<file path="config.mk">
export PLATFORM = sky130hd
export DESIGN_NAME = systolic_feeder
export DESIGN_NICKNAME = d
export VERILOG_FILES = /design/src/rtl/systolic_feeder.sv
export SDC_FILE = /design/constraint.sdc
export NUM_CORES = 2
export LEC_CHECK = 0
export ABC_AREA = 0
export ABC_CLOCK_PERIOD_IN_PS = 2850
export CAP_MARGIN = 10
export CORE_UTILIZATION = 55
export CTS_CLUSTER_SIZE = 28
export DETAILED_ROUTE_END_ITERATION = 6
export GPL_ROUTABILITY_DRIVEN = 0
export MAX_ROUTING_LAYER = met4
export PLACE_DENSITY = 0.78
export SYNTH_ARGS = -nofsm -noshare
export SYNTH_HDL_FRONTEND = slang
export SYNTH_SLANG_ARGS = --single-unit
</file>
<file path="constraint.sdc">
create_clock -name clk_i -period 2.85 [get_ports clk_i]
set_clock_uncertainty 0.05 [all_clocks]
set_input_delay 0.855 -clock clk_i [delete_from_list [all_inputs] [get_ports clk_i]]
set_output_delay 0.855 -clock clk_i [all_outputs]
set_load 0.01 [all_outputs]
</file>
<file path="src/rtl/systolic_feeder.sv">
// Systolic feeder: holds 4x4 operand matrices A and B and streams them as
// diagonal-skewed wavefronts into a 4x4 systolic multiplier. After the feed
// it waits for the array to drain and then pulses done_o.
module systolic_feeder #(
    parameter int unsigned DATA_W       = 32,
    parameter int unsigned DRAIN_CYCLES = 3
) (
    input  logic              clk_i,
    input  logic              rst_ni,
    input  logic              wr_en_i,
    input  logic              wr_sel_i,
    input  logic [3:0]        wr_addr_i,
    input  logic [DATA_W-1:0] wr_data_i,
    input  logic              start_i,
    output logic              busy_o,
    output logic              done_o,
    output logic [DATA_W-1:0] left_o_0,
    output logic [DATA_W-1:0] left_o_4,
    output logic [DATA_W-1:0] left_o_8,
    output logic [DATA_W-1:0] left_o_12,
    output logic [DATA_W-1:0] up_o_0,
    output logic [DATA_W-1:0] up_o_1,
    output logic [DATA_W-1:0] up_o_2,
    output logic [DATA_W-1:0] up_o_3
);

    localparam int unsigned N        = 4;
    localparam int unsigned FeedLast = 2 * N - 2;
    // Counter is shared by FEED and DRAIN, so size it for the longer phase.
    localparam int unsigned CntMax   = (DRAIN_CYCLES > FeedLast) ? DRAIN_CYCLES : FeedLast;
    localparam int unsigned CntW     = $clog2(CntMax + 1);

    localparam logic [CntW-1:0] FeedLastC  = CntW'(FeedLast);
    localparam logic [CntW-1:0] DrainLastC = (DRAIN_CYCLES > 0) ? CntW'(DRAIN_CYCLES - 1) : '0;

    typedef enum logic [1:0] {
        StIdle,
        StFeed,
        StDrain,
        StDone
    } state_e;

    state_e            state_q, state_d;
    logic [CntW-1:0]   cnt_q, cnt_d;

    logic [DATA_W-1:0] a_q [N][N];
    logic [DATA_W-1:0] b_q [N][N];

    logic [DATA_W-1:0] left_q [N];
    logic [DATA_W-1:0] left_d [N];
    logic [DATA_W-1:0] up_q [N];
    logic [DATA_W-1:0] up_d [N];
    logic              busy_q, busy_d;
    logic              done_q, done_d;

    logic              wr_ok;

    // Writes only land while idle, and never alongside an accepted start.
    assign wr_ok = wr_en_i && (state_q == StIdle) && !start_i;

    // Matrix storage; cleared by reset, otherwise persists across sequences.
    always_ff @(posedge clk_i or negedge rst_ni) begin
        if (!rst_ni) begin
            for (int r = 0; r < N; r++) begin
                for (int c = 0; c < N; c++) begin
                    a_q[r][c] <= '0;
                    b_q[r][c] <= '0;
                end
            end
        end else if (wr_ok) begin
            if (wr_sel_i) begin
                b_q[wr_addr_i[3:2]][wr_addr_i[1:0]] <= wr_data_i;
            end else begin
                a_q[wr_addr_i[3:2]][wr_addr_i[1:0]] <= wr_data_i;
            end
        end
    end

    // Sequencer state and phase counter.
    always_ff @(posedge clk_i or negedge rst_ni) begin
        if (!rst_ni) begin
            state_q <= StIdle;
            cnt_q   <= '0;
        end else begin
            state_q <= state_d;
            cnt_q   <= cnt_d;
        end
    end

    // Next-state: IDLE -> FEED (2N-1 wavefronts) -> DRAIN -> DONE -> IDLE.
    always_comb begin
        state_d = state_q;
        cnt_d   = cnt_q;
        unique case (state_q)
            StIdle: begin
                if (start_i) begin
                    state_d = StFeed;
                    cnt_d   = '0;
                end
            end
            StFeed: begin
                if (cnt_q == FeedLastC) begin
                    cnt_d   = '0;
                    state_d = (DRAIN_CYCLES == 0) ? StDone : StDrain;
                end else begin
                    cnt_d = cnt_q + CntW'(1);
                end
            end
            StDrain: begin
                if (cnt_q == DrainLastC) begin
                    cnt_d   = '0;
                    state_d = StDone;
                end else begin
                    cnt_d = cnt_q + CntW'(1);
                end
            end
            StDone: begin
                state_d = StIdle;
            end
            default: begin
                state_d = StIdle;
                cnt_d   = '0;
            end
        endcase
    end

    // Output next-values are derived from the upcoming state/counter so that the
    // registered streams show wavefront k in the cycle after the k-th feed edge.
    // Row r carries A[r][j] at k = r + j; column c carries B[j][c] at k = j + c.
    always_comb begin
        for (int i = 0; i < N; i++) begin
            left_d[i] = '0;
            up_d[i]   = '0;
        end
        busy_d = (state_d == StFeed) || (state_d == StDrain);
        done_d = (state_d == StDone);
        if (state_d == StFeed) begin
            for (int i = 0; i < N; i++) begin
                for (int j = 0; j < N; j++) begin
                    if (cnt_d == CntW'(i + j)) begin
                        left_d[i] = a_q[i][j];
                        up_d[i]   = b_q[j][i];
                    end
                end
            end
        end
    end

    // Registered outputs; no combinational path from inputs to ports.
    always_ff @(posedge clk_i or negedge rst_ni) begin
        if (!rst_ni) begin
            for (int i = 0; i < N; i++) begin
                left_q[i] <= '0;
                up_q[i]   <= '0;
            end
            busy_q <= 1'b0;
            done_q <= 1'b0;
        end else begin
            for (int i = 0; i < N; i++) begin
                left_q[i] <= left_d[i];
                up_q[i]   <= up_d[i];
            end
            busy_q <= busy_d;
            done_q <= done_d;
        end
    end

    assign busy_o    = busy_q;
    assign done_o    = done_q;
    assign left_o_0  = left_q[0];
    assign left_o_4  = left_q[1];
    assign left_o_8  = left_q[2];
    assign left_o_12 = left_q[3];
    assign up_o_0    = up_q[0];
    assign up_o_1    = up_q[1];
    assign up_o_2    = up_q[2];
    assign up_o_3    = up_q[3];

endmodule

</file>
==> impl_metrics.ini <==
[run_status]
status = complete, no violations

[floorplan]
die_w_um = 316.7
dieArea_um2 = 100300
die_h_um = 316.7
rows = 115
initial_utilization_pct = 55.42
core_area_um2 = 98280
pin_count = 299

[critical_path]
worst_ep_required_time_ns = 3.39
worst_setup_path_start_kind = flop
critPathMaxFanout = 31
arrival_ns = 3.29
worst-setup-path-type = flop to flop
crit_path_end_kind = flop

[clock_network]
clock_path_buffers = 3
htreeDepth = 4
clockRootBuffer = clkbuf_16
clk_pin_slew_ns = 0.06
clock_sinks = 1287
cts_tree = yes
insertion_delay_ns = 0.74
cts_buffers = 134

[sta]
hold_viol_final = 0
min_period_ns = 2.754
relSlewSlack_pct = 41.47
fin_crit_sh_pct = 96.63
finalMaxSlewViolations = 0
finalSetupViolCount = 0
tightest_slew_ns = 0.8779
finalSetupTns_ns = 0
setup_slack_ns = 0.09593
fmax_mhz = 363.1
rsz0062_at_grt = false

[power]
power.leakage_nw = 31.61
total_power_mw = 68.99
power_density_nw_per_um2 = 1037
ir_drop_v = 0.001375

[final_layout]
drive_gt1_share_pct = 36.79
utilization_pct = 67.69
n_fill_cell = 6652
nets = 4599
syn2layout_area_growth_pct = 22.13

[grt]
grt_max_degree = 115
track_usage_pct = 32.95
grt-ovfl-total = 0
grt_antenna_before_repair = 9
first_global_vias = 39708
grt_first_pass_wirelength_um = 242000

[synth]
synth_cells = 4164
synth-seq-area-share_pct = 59.13
synth_warnings = 0
synth_cell_types = 47
async_flop_share_pct = 100.0
avgSynthCellArea_um2 = 13.08
syn_nets = 4209
synth_seq_cells = 1287
syn_area_um2 = 54470
synth_edf_count = 0
ys.flop_type = dfrtp_1

[hold_path]
hold_class = flop to flop

[route]
dr_total_vias = 37706
wl_um = 157500
drcViolationCount = 0
vias_per_cell = 6.339
drt_iter0_drc = 3358
firstDrtPassIters = 7
wl_per_cell_um = 26.48
postRouteAntennaNets = 0

[job]
maxCapViolCount = 0

[place]
post-place-ws_ns = -0.4906
dpl.hpwl_um = 97880
portBuffers = 298
cells by family (layout without fill, tap and decap cells):
logic type                 count (synthesis)  count (layout)  synth area share [%]
AOI/OAI and AO/OA                        908             908                 10.77
and+or+nand+nor                          455             455                 4.245
DFF                                     1287            1287                 59.13
muxes                                   1088            1088                 22.49
adders and majority gates                  4               4               0.09189
other                                      0               5                     0
buffers and inverters                    422             914                 3.271
worst paths after layout:
| path | start | end | slack [ns] | cells past startpoint |
|---|---|---|---|---|
| worst max-delay path | cnt_q[0]$_DFF_PN0_ | left_o_8[8]$_DFF_PN0_ | 0.1 | 10 |
| min in group asynchronous | rst_ni | left_o_4[2]$_DFF_PN0_ | 0.59 | 2 |
| worst max register to register | cnt_q[0]$_DFF_PN0_ | left_o_8[8]$_DFF_PN0_ | 0.1 | 10 |
| max in group asynchronous | rst_ni | left_o_0[12]$_DFF_PN0_ | 1.13 | 3 |
| worst min register to register | a_q[367]$_DFFE_PN0P_ | a_q[367]$_DFFE_PN0P_ | 0.44 | 1 |
| worst min-delay path | a_q[367]$_DFFE_PN0P_ | a_q[367]$_DFFE_PN0P_ | 0.44 | 1 |
through the flow:
stage	hold slack (ns)	area, um2	cells
finish	0.4446	66520	5948
global route	0.4548	66520	5947
CTS	0.4428	66490	5943
detailed placement	0.4286	61960	5702
global placement	0.4170	61960	5702
floorplan	0.4077	54470	4164
critical path: stages (launching register included):
cell	delay [ns]
dfrtp_1	0.42
inv_1	0.08
ha_2	0.24
nand2_1	0.11
a221o_2	0.48
nand2_8	0.13
buf_12	0.16
buf_12	0.22
mux2_2	0.37
a22oi_1	0.18
a21oi_1	0.12
area by class of cell:
class	instances	area, um2	share of cell area [%]
multi-input cells	2455	20700	31.11
clock buffers	197	4038	6.070
well taps	1287	1610	2.421
inverters	7	41.29	0.06207
repair buffers	669	7455	11.21
clock inverters	41	461.7	0.6941
flip-flops and latches	1287	32210	48.42
diodes	5	12.51	0.01881
metal layers:
layer  wire length (um)  GRT usage (%)  share of wire, %
met1              64720          43.51                41
met2              73860          49.76                47
met3              12340          6.678               7.8
met4               6581          14.19               4.2
met5                  0              -                 0
cells in the mapped netlist, drive strengths merged, types with 64 or more instances:
cell type / n / area [um2]
buf: 210 / 980.9
nand4: 65 / 406.6
a22oi: 65 / 488.0
o21ai: 128 / 640.6
dfrtp: 1287 / 32210
o221ai: 64 / 560.5
and2: 65 / 406.6
o21a: 129 / 968.4
mux2: 1088 / 12250
a21oi: 322 / 1612
clkbuf: 205 / 769.5
o211ai: 64 / 480.5
nand2: 154 / 585.6
a2bb2oi: 64 / 560.5
nand3: 131 / 660.6
a21o: 64 / 480.5
where the power goes:
part	internal (mW)	switching, mW	leakage (nW)
Combinational	12.1	17.5	11.7
Clock	10.5	7.29	2.22
Sequential	20.4	1.14	17.7
Total	43.0	26.0	31.6
sequential cells by signal, indices dropped and copies added, names as in the netlist:
| register | flops |
|---|---|
| state_q | 2 |
| done_o | 1 |
| up_o_3 | 32 |
| left_o_8 | 32 |
| b_q | 512 |
| left_o_12 | 32 |
| up_o_1 | 32 |
| a_q | 512 |
| busy_o | 1 |
| up_o_2 | 32 |
| left_o_0 | 32 |
| left_o_4 | 32 |
| up_o_0 | 32 |
| cnt_q | 3 |
repair_timing:
item	in CTS	in global routing
endpoints found under the hold margin	27	0
setup buffers	2	0
hold buffers	1	0
resized for setup	2	6
pin swaps	2	1
setup endpoints to repair	3	81
cell usage in the layout, fill, tap and decap left out, types with 13 or more instances in the layout:
cell type,n
dfrtp_1,1287
mux2_2,1080
a21oi_1,322
clkdlybuf4s50_1,293
buf_4,232
nand2_1,143
clkbuf_16,140
buf_12,133
nand3_1,129
o21a_1,128
o21ai_0,128
a22oi_1,65
nand4_1,65
and2_1,65
o221ai_1,64
a21o_1,64
o211ai_1,64
a2bb2oi_1,64
clkbuf_8,32
clkbuf_1,25
clkinv_2,20
nor2_4,13
Note: power is estimated with default switching activity, not from simulation.
